`src/rtl/branch_resolver.sv`:
```
// Control-flow resolver: accepts BRANCH/JAL/JALR/AUIPC, waits for operands, returns npc with a get_npc pulse.
// Optional: define BR_MISALIGN_CHECK_EN to add the misalign output and self-loop on misaligned targets.
module branch_resolver #(
  parameter int unsigned XLEN       = 32,
  parameter int unsigned ILEN_BYTES = 4
) (
  input  logic            clk,
  input  logic            rst,
  input  logic            instr_valid,
  input  logic [6:0]      opcode,
  input  logic [2:0]      fun3,
  input  logic [4:0]      rd,
  input  logic [XLEN-1:0] imm,
  input  logic [XLEN-1:0] opc,
  input  logic [XLEN-1:0] rs1_val,
  input  logic [XLEN-1:0] rs2_val,
  input  logic            ops_ready,
  output logic            busy,
  output logic [XLEN-1:0] npc,
  output logic            get_npc,
  output logic            wb_valid,
  output logic [4:0]      wb_rd,
`ifdef BR_MISALIGN_CHECK_EN
  output logic            misalign,
`endif
  output logic [XLEN-1:0] wb_data
);

  localparam logic [6:0] OP_BRANCH = 7'b1100011;
  localparam logic [6:0] OP_JAL    = 7'b1101111;
  localparam logic [6:0] OP_JALR   = 7'b1100111;
  localparam logic [6:0] OP_AUIPC  = 7'b0010111;

  typedef enum logic [1:0] {IDLE, WAIT_OPS, RESOLVE} state_t;

  state_t          state_q, state_d;
  logic [6:0]      op_q, op_d;
  logic [2:0]      f3_q, f3_d;
  logic [4:0]      rd_q, rd_d;
  logic [XLEN-1:0] imm_q, imm_d, opc_q, opc_d;
  logic [XLEN-1:0] rs1_q, rs1_d, rs2_q, rs2_d;
  logic [XLEN-1:0] npc_q, npc_d;

  logic            is_ctrl, is_branch_like, resolve, taken, mis;
  logic [XLEN-1:0] seq_pc, tgt_pc, jalr_sum, raw_npc, res_npc, link;

  assign is_ctrl = instr_valid && (opcode == OP_BRANCH || opcode == OP_JAL ||
                                   opcode == OP_JALR   || opcode == OP_AUIPC);
  assign is_branch_like = (opcode == OP_BRANCH) || (opcode == OP_JALR);
  assign resolve = (state_q == RESOLVE);

  assign seq_pc   = opc_q + XLEN'(ILEN_BYTES);
  assign tgt_pc   = opc_q + imm_q;
  assign jalr_sum = rs1_q + imm_q;

  always_comb begin
    taken = 1'b0;
    case (f3_q)
      3'b000:  taken = (rs1_q == rs2_q);
      3'b001:  taken = (rs1_q != rs2_q);
      3'b100:  taken = ($signed(rs1_q) <  $signed(rs2_q));
      3'b101:  taken = ($signed(rs1_q) >= $signed(rs2_q));
      3'b110:  taken = (rs1_q <  rs2_q);
      3'b111:  taken = (rs1_q >= rs2_q);
      default: taken = 1'b0;
    endcase
  end

  always_comb begin
    raw_npc = seq_pc;
    link    = seq_pc;
    case (op_q)
      OP_BRANCH: raw_npc = taken ? tgt_pc : seq_pc;
      OP_JAL:    raw_npc = tgt_pc;
      OP_JALR:   raw_npc = {jalr_sum[XLEN-1:1], 1'b0};
      OP_AUIPC:  link    = tgt_pc;
      default:   raw_npc = seq_pc;
    endcase
  end

`ifdef BR_MISALIGN_CHECK_EN
  assign mis      = resolve && (raw_npc[1:0] != 2'b00);
  assign misalign = mis;
`else
  assign mis      = 1'b0;
`endif

  // A misaligned target parks fetch on the faulting instruction instead.
  assign res_npc  = mis ? opc_q : raw_npc;

  assign busy     = (state_q != IDLE);
  assign get_npc  = resolve;
  assign npc      = resolve ? res_npc : npc_q;
  assign wb_valid = resolve && (op_q != OP_BRANCH) && (rd_q != 5'd0) && !mis;
  assign wb_rd    = wb_valid ? rd_q : '0;
  assign wb_data  = wb_valid ? link : '0;

  always_comb begin
    state_d = state_q;
    op_d    = op_q;
    f3_d    = f3_q;
    rd_d    = rd_q;
    imm_d   = imm_q;
    opc_d   = opc_q;
    rs1_d   = rs1_q;
    rs2_d   = rs2_q;
    npc_d   = npc_q;
    case (state_q)
      IDLE: begin
        if (is_ctrl) begin
          op_d    = opcode;
          f3_d    = fun3;
          rd_d    = rd;
          imm_d   = imm;
          opc_d   = opc;
          state_d = is_branch_like ? WAIT_OPS : RESOLVE;
        end
      end
      WAIT_OPS: begin
        if (ops_ready) begin
          rs1_d   = rs1_val;
          rs2_d   = rs2_val;
          state_d = RESOLVE;
        end
      end
      RESOLVE: begin
        npc_d   = res_npc;
        state_d = IDLE;
      end
      default: state_d = IDLE;
    endcase
  end

  always_ff @(posedge clk or posedge rst) begin
    if (rst) begin
      state_q <= IDLE;
      op_q    <= '0;
      f3_q    <= '0;
      rd_q    <= '0;
      imm_q   <= '0;
      opc_q   <= '0;
      rs1_q   <= '0;
      rs2_q   <= '0;
      npc_q   <= '0;
    end else begin
      state_q <= state_d;
      op_q    <= op_d;
      f3_q    <= f3_d;
      rd_q    <= rd_d;
      imm_q   <= imm_d;
      opc_q   <= opc_d;
      rs1_q   <= rs1_d;
      rs2_q   <= rs2_d;
      npc_q   <= npc_d;
    end
  end

endmodule

```
`config.mk`:
```
export PLATFORM = sky130hd
export DESIGN_NAME = branch_resolver
export DESIGN_NICKNAME = d
export VERILOG_FILES = /design/src/rtl/branch_resolver.sv
export SDC_FILE = /design/constraint.sdc
export NUM_CORES = 1
export LEC_CHECK = 0
export ABC_AREA = 1
export CAP_MARGIN = 30
export CORE_MARGIN = 2
export CORE_UTILIZATION = 45
export CTS_BUF_LIST = sky130_fd_sc_hd__clkbuf_16
export CTS_CLUSTER_SIZE = 25
export DETAILED_ROUTE_END_ITERATION = 8
export GPL_TIMING_DRIVEN = 0
export PLACE_DENSITY = 0.69
export SLEW_MARGIN = 0
export SYNTH_ARGS = -nofsm -noshare
export SYNTH_HDL_FRONTEND = slang
export SYNTH_SLANG_ARGS = --single-unit
```
`constraint.sdc`:
```
create_clock -name clk -period 9.2 [get_ports clk]
set_input_delay 1.38 -clock clk [delete_from_list [all_inputs] [get_ports clk]]
set_output_delay 1.38 -clock clk [all_outputs]
set_load 0.03 [all_outputs]
```
==> results.py, run 1 <==
metrics = {
    "critical_path": {
        "arrival_ns": 4.36,
        "crit_buf_inv": 2,
        "path_class": "reg2out",
        "end_kind": "primary output",
        "path_cells": "ha_1 > a21oi_1 > inv_1 > nor2_1 > o21ai_0 > nand3b_1 > o21ai_0 > o21ai_0 > nor2_1 > nand2_1 > nand3_1 > nand2_1 > clkdlybuf4s50_1",
        "cp_max_fo": 5,
        "critPathMaxStageDelay_ns": 0.76,
        "cp.required_ns": 7.82,
        "start_kind": "flip-flop",
        "cpMostUsedCell": "o21ai_0",
        "cpMaxStageDelayCell": "o21ai_0",
        "critPathTopFamily": "compound AO/OA/AOI/OAI gates",
    },
    "grt": {
        "grt_pass1_wl_mm": 82.3,
        "grt_start_max_net_pins": 101,
        "grt_antenna_before_repair": 0,
        "grt_overflow": 0,
        "grt_usage": 0.348,
        "grt_pass1_vias": 14100,
    },
    "synthesis": {
        "synth_common_cells": "nand2_1 (622), inv_1 (232), dfrtp_1 (177), nor2_1 (167), a21oi_1 (152)",
        "ys_ff_latch": 177,
        "async_reset_ff_frac": 1.00,
        "synth_most_common_cell": "nand2_1",
        "syn_inst": 2015,
        "ys_types": 47,
        "synth_compound_area_frac": 0.125,
        "ys.flop_type": "dfrtp_1",
        "synth.largest_area_cell": "dfrtp_1",
        "synthTopCellsByArea": "dfrtp_1 (32%), nand2_1 (17%), ha_1 (8.5%)",
        "ys_warn_count": 0,
        "seq_area_frac_synth": 0.321,
        "synth-edff-count": 0,
        "synth_top_area_frac": 0.321,
        "synthMuxAreaShare": 0.0261,
        "synth_nets": 2258,
        "synth_xor_area_frac": 0.0317,
        "synth-simple-area-share": 0.325,
        "synthAdderAreaFrac": 0.0881,
        "syn_avg_cell_area_um2": 6.85,
        "syn_area_um2": 13800,
        "synth_top_family_by_area": "simple AND/OR/NAND/NOR gates",
    },
    "clocking": {
        "cts_tree": "built",
        "cts_made_buffers": 17,
        "cts_setup_buffers": 0,
        "clock-sinks": 177,
        "htree_levels": 4,
        "clockBufferDepth": 2,
        "ctsRootBufferMaster": "clkbuf_16",
        "clk_pin_slew_ns": 0.07,
        "postCtsResizedCells": 0,
        "clock_latency_ns": 0.46,
        "cts_hold_buf": 0,
    },
    "timing": {
        "finalCritPeriodShare": 0.623,
        "grt_setup_unrepaired": "false",
        "setup_tns_ns": 0,
        "drv_slew": 0,
        "fin_crit_ns": 5.74,
        "timing_hold_violations_final": 0,
        "setup_viol": 0,
        "fmax_mhz": 174,
        "worstMarginPinSlew_ns": 0.931,
        "worst_clock_skew_ns": 0.00992,
        "fin_hold_ws_ns": 0.474,
        "slew_headroom": 0.374,
    },
    "placement": {
        "gp_congestion": 0.984,
        "hpwl_mm": 45.6,
        "placed_cell_area_um2": 16500,
        "portBuffers": 218,
        "dp.cells": 2630,
    },
    "drt": {
        "drtAntennaViolNets": 0,
        "num_vias": 14600,
        "avgViaCountPerCell": 5.49,
        "drc": 0,
        "avgRoutedWirePerCell_um": 20.7,
        "drt_iter0_drc": 1415,
        "dr.pass1.iters": 6,
        "wl_mm": 55.1,
    },
    "die": {
        "core_um2": 30400,
        "die_h_um": 179,
        "num_io_pins": 219,
        "start_util": 0.454,
        "fp-row-count": 64,
        "die-area_um2": 32100,
        "die_x_um": 179,
    },
    "flow_run": {
        "maxCapViolations": 0,
    },
    "cells_and_area": {
        "num-nets-final": 2496,
        "antenna_cells": 0,
        "final_cell_area_um2": 17100,
        "drive_above_1_share": 0.0543,
        "fillers": 2989,
        "area_growth_pct": 23.5,
        "fin_cells": 2662,
    },
    "hold_path": {
        "min-delay-path-class": "reg2reg",
    },
    "pwr": {
        "vdd.ir_drop.worst_uv": 150,
        "internal_power_uw": 2020,
        "combinationalPowerShare": 0.541,
        "p_sw_frac": 0.490,
        "p_switching_uw": 1950,
        "power_density_nw_per_um2": 233,
        "seq_power_share": 0.285,
        "clkPwrFrac": 0.173,
        "p_leak_uw": 0.00863,
        "total_power_uw": 3970,
    },
    "status": {
        "status": "finished, final reports clean",
    },
}
## routing by layer
metal	track usage	wire length, µm	vias to the layer above	share of wire
met1	0.451	23200	6839	0.42
met2	0.556	24800	616	0.45
li1	-	-	7047	-
met4	0.186	3120	0	0.057
met5	0	0	-	0
met3	0.0585	3930	124	0.071
## cell usage in the layout (no fill, tap or decap), types with 3 or more instances in the layout
master | netlist | final
nand2_1 | 622 | 622
inv_1 | 232 | 233
clkdlybuf4s50_1 | 0 | 218
dfrtp_1 | 177 | 177
nor2_1 | 167 | 167
a21oi_1 | 152 | 152
nand3_1 | 149 | 149
ha_1 | 94 | 94
o21ai_0 | 86 | 86
clkbuf_1 | 40 | 40
xor2_1 | 34 | 34
mux2_2 | 32 | 32
nor3_1 | 26 | 26
or2_2 | 21 | 21
nand4_1 | 18 | 18
clkbuf_16 | 0 | 17
xnor2_1 | 16 | 16
nor4_1 | 13 | 13
nand3b_1 | 13 | 13
buf_2 | 12 | 12
a31oi_1 | 11 | 11
a21o_1 | 10 | 10
o21a_1 | 10 | 10
o21ai_1 | 9 | 9
o22ai_1 | 7 | 7
o21bai_1 | 6 | 6
o211ai_1 | 6 | 6
nand2_2 | 5 | 5
nor2_4 | 5 | 5
clkinv_1 | 3 | 5
o221ai_1 | 5 | 5
clkinv_4 | 0 | 5
buf_6 | 4 | 4
a211oi_1 | 4 | 4
inv_6 | 0 | 4
buf_1 | 3 | 3
nor3_2 | 3 | 3
## flip-flops by register name (all words and copies together) (netlist names)
name,cells
f3_q,3
state_q,2
op_q,7
opc_q,32
imm_q,32
rd_q,5
rs2_q,32
npc_q,32
rs1_q,32
## per-stage QoR
| step | setup WS, ns | util |
|---|---|---|
| 3_5_place_dp | 4.03 | 0.543 |
| 6_report | 3.46 | 0.561 |
| 2_1_floorplan | 3.02 | - |
| 5_1_grt | 3.35 | 0.561 |
| 3_3_place_gp | 0.721 | 0.542 |
| 4_1_cts | 3.52 | 0.561 |
## worst paths after layout
check	from	to	slack, ns	depth (start not counted)
setup / recovery	imm_q[16]$_DFFE_PP0P_	npc[21]	3.46	13
hold / removal	op_q[1]$_DFFE_PP0P_	op_q[1]$_DFFE_PP0P_	0.47	1
setup reg to reg	imm_q[16]$_DFFE_PP0P_	npc_q[21]$_DFF_PP0_	5.79	12
hold reg to reg	op_q[1]$_DFFE_PP0P_	op_q[1]$_DFFE_PP0P_	0.47	1
max in group asynchronous	rst	opc_q[30]$_DFFE_PP0P_	6.89	3
min in group asynchronous	rst	op_q[4]$_DFFE_PP0P_	1.38	2
## power groups by stage
stage | Clock [µW] | Combinational (µW) | Sequential (µW)
4_1_cts | 702 | 2120 | 1130
5_1_grt | 732 | 2310 | 1150
3_3_place_gp | 0 | 2090 | 1140
3_5_place_dp | 0 | 2110 | 1140
2_1_floorplan | 0 | 1360 | 1050
6_report | 688 | 2150 | 1130
## kinds of logic after synthesis
logic type | Yosys count
buffers and inverters | 296
xor gates and xnor gates | 50
AOI/OAI and AO/OA | 313
DFF | 177
muxes | 32
and+or+nand+nor | 1051
adders and majority gates | 96
## layout make-up
type | count | area, µm² | share of cell area
multi-input cells | 1542 | 8220 | 0.482
flip-flops and latches | 177 | 4430 | 0.260
repair buffers | 219 | 2210 | 0.130
inverters | 236 | 893 | 0.0524
well taps | 396 | 495 | 0.0290
clock buffers | 17 | 425 | 0.0249
plain buffers | 60 | 274 | 0.0161
clock inverters | 15 | 110 | 0.00645
(Power assumes the default switching activity.)
==> inputs of run 2 (changes only) <==
Clock period 9.2 ns to 5.4 ns, I/O delays scaled along.
==> results.py, run 2 (synthesized netlist as in run 1, its figures left out) <==
metrics = {
    "pwr": {
        "internal_power_uw": 3580,
        "p_leak_uw": 0.00869,
        "total_power_uw": 6950,
        "seq_power_share": 0.277,
        "clkPwrFrac": 0.198,
        "power_density_nw_per_um2": 404,
        "combinationalPowerShare": 0.525,
        "p_switching_uw": 3380,
        "vdd.ir_drop.worst_uv": 290,
        "p_sw_frac": 0.486,
    },
    "hold_path": {
        "min-delay-path-class": "reg2reg",
    },
    "grt": {
        "grt_start_max_net_pins": 42,
        "grt_overflow": 0,
        "grt_usage": 0.345,
        "grt_pass1_wl_mm": 81.8,
        "grt_antenna_before_repair": 0,
        "grt_pass1_vias": 14100,
    },
    "critical_path": {
        "arrival_ns": 4.32,
        "cpMostUsedCell": "nand2_1",
        "cp.required_ns": 4.59,
        "cp_max_fo": 4,
        "path_class": "reg2out",
        "start_kind": "flip-flop",
        "critPathTopFamily": "compound AO/OA/AOI/OAI gates",
        "critPathMaxStageDelay_ns": 0.60,
        "path_cells": "ha_1 > fa_1 > nand2_1 > nand2_1 > o21ai_1 > inv_1 > nand2_1 > nand2_1 > a31oi_1 > xor2_1 > o22ai_1 > nor2_1 > nand2_1 > nand2_1 > nand2_1 > clkdlybuf4s50_1",
        "cpMaxStageDelayCell": "xor2_1",
        "end_kind": "primary output",
        "crit_buf_inv": 2,
    },
    "cells_and_area": {
        "drive_above_1_share": 0.0577,
        "layout_commonest_cell": "nand2_1",
        "multiInputGateArea_um2": 8230,
        "antenna_cells": 0,
        "final_cell_mix": "nand2_1 (622), inv_1 (231), clkdlybuf4s50_1 (218)",
        "register_area_um2": 4430,
        "fin_cells": 2665,
        "num-nets-final": 2499,
        "area_growth_pct": 24.7,
        "fin_util": 0.566,
        "fillers": 2984,
    },
    "flow_run": {
        "maxCapViolations": 0,
    },
    "die": {
        "core_um2": 30400,
        "die-area_um2": 32100,
        "die_x_um": 179,
        "die_h_um": 179,
        "fp-row-count": 64,
        "start_util": 0.454,
        "num_io_pins": 219,
    },
    "clocking": {
        "htree_levels": 4,
        "cts_made_buffers": 17,
        "cts_tree": "built",
        "cts_hold_buf": 0,
        "clock_latency_ns": 0.49,
        "ctsRootBufferMaster": "clkbuf_16",
        "clockBufferDepth": 2,
        "clock-sinks": 177,
        "clk_pin_slew_ns": 0.08,
    },
    "drt": {
        "drtAntennaViolNets": 0,
        "wl_mm": 54.7,
        "avgViaCountPerCell": 5.55,
        "avgRoutedWirePerCell_um": 20.5,
        "drt_iter0_drc": 1220,
        "num_vias": 14800,
        "dr.pass1.iters": 6,
        "drc": 0,
    },
    "timing": {
        "slew_headroom": 0.330,
        "setup_tns_ns": 0,
        "fmax_mhz": 195,
        "drv_slew": 0,
        "worst_clock_skew_ns": 0.0132,
        "worstMarginPinSlew_ns": 0.996,
        "setup_slack_ns": 0.270,
        "fin_crit_ns": 5.13,
        "timing_hold_violations_final": 0,
        "grt_setup_unrepaired": "false",
        "setup_viol": 0,
        "finalCritPeriodShare": 0.950,
    },
    "placement": {
        "gp_congestion": 1.01,
        "hpwl_mm": 45.1,
        "dp_slack_ns": 0.742,
        "portBuffers": 218,
        "dp.cells": 2633,
    },
    "status": {
        "status": "finished, final reports clean",
    },
}
==> run 2: cell types whose count changed in the layout (fill, tap and decap cells not counted) <==
cell / delta
xor2_2: +1
clkinv_4: -4
buf_12: +4
clkinv_1: -2
inv_8: +3
clkinv_8: +4
inv_6: -2
xor2_1: -1
inv_1: -2
buf_16: -1
clkinvlp_4: +1
bufinv_16: +2
==> run 2: path summary, 6_finish.rpt <==
| kind | endpoint | slack (ns) | cells past startpoint | from |
|---|---|---|---|---|
| setup / recovery | npc[16] | 0.27 | 16 | imm_q[0]$_DFFE_PP0P_ |
| hold / removal | op_q[1]$_DFFE_PP0P_ | 0.47 | 1 | op_q[1]$_DFFE_PP0P_ |
| setup reg to reg | npc_q[16]$_DFF_PP0_ | 2.05 | 15 | imm_q[0]$_DFFE_PP0P_ |
| hold reg to reg | op_q[1]$_DFFE_PP0P_ | 0.47 | 1 | op_q[1]$_DFFE_PP0P_ |
| max in group asynchronous | opc_q[19]$_DFFE_PP0P_ | 3.65 | 4 | rst |
| min in group asynchronous | state_q[0]$_DFFE_PP0P_ | 0.81 | 2 | rst |
==> run 2: power by group through the flow <==
| stage | combinational, µW | sequential, µW | clock, µW |
|---|---|---|---|
| 2_1_floorplan | 2320 | 1800 | 0 |
| 3_3_place_gp | 3530 | 1930 | 0 |
| 3_5_place_dp | 3570 | 1930 | 0 |
| 4_1_cts | 3590 | 1910 | 1390 |
| 5_1_grt | 3950 | 1950 | 1440 |
| 6_report | 3650 | 1930 | 1380 |
==> run 2: cell type report <==
| cell class | instances | share of cell area |
|---|---|---|
| Timing Repair Buffer | 222 | 0.131 |
| Inverter | 236 | 0.0517 |
| Sequential cell | 177 | 0.257 |
| Clock buffer | 17 | 0.0247 |
| Tap cell | 396 | 0.0288 |
| Clock inverter | 15 | 0.0124 |
| Buffer | 60 | 0.0159 |
| Multi-Input combinational cell | 1542 | 0.478 |
==> run 2: repair_timing <==
item | 4_1_cts | 5_1_grt
resized for setup | 0 | 1
setup buffers | 0 | 0
endpoints found under the setup margin | 0 | 1
==> run 2: worst register-to-register path, stage by stage (launching register included) <==
cell,delay [ns]
dfrtp_1,0.45
ha_1,0.28
fa_1,0.42
nand2_1,0.08
nand2_1,0.05
o21ai_1,0.16
inv_1,0.08
nand2_1,0.06
nand2_1,0.16
a31oi_1,0.24
xor2_1,0.60
o22ai_1,0.32
nor2_1,0.15
nand2_1,0.06
nand2_1,0.06
nand2_1,0.06
==> run 2: metal layers <==
metal | routed length (µm) | share of wire | up-vias | track usage
li1 | - | - | 7058 | -
met1 | 23200 | 0.42 | 6971 | 0.445
met2 | 25100 | 0.46 | 633 | 0.557
met3 | 3800 | 0.069 | 129 | 0.0609
met4 | 2730 | 0.050 | 0 | 0.170
met5 | 0 | 0 | - | 0
==> run 2: metrics by stage <==
stage | area, µm² | hold slack, ns
6_report | 17200 | 0.472
5_1_grt | 17200 | 0.507
4_1_cts | 17200 | 0.474
3_5_place_dp | 16600 | 0.455
3_3_place_gp | 16500 | 0.449
2_1_floorplan | 13800 | 0.439
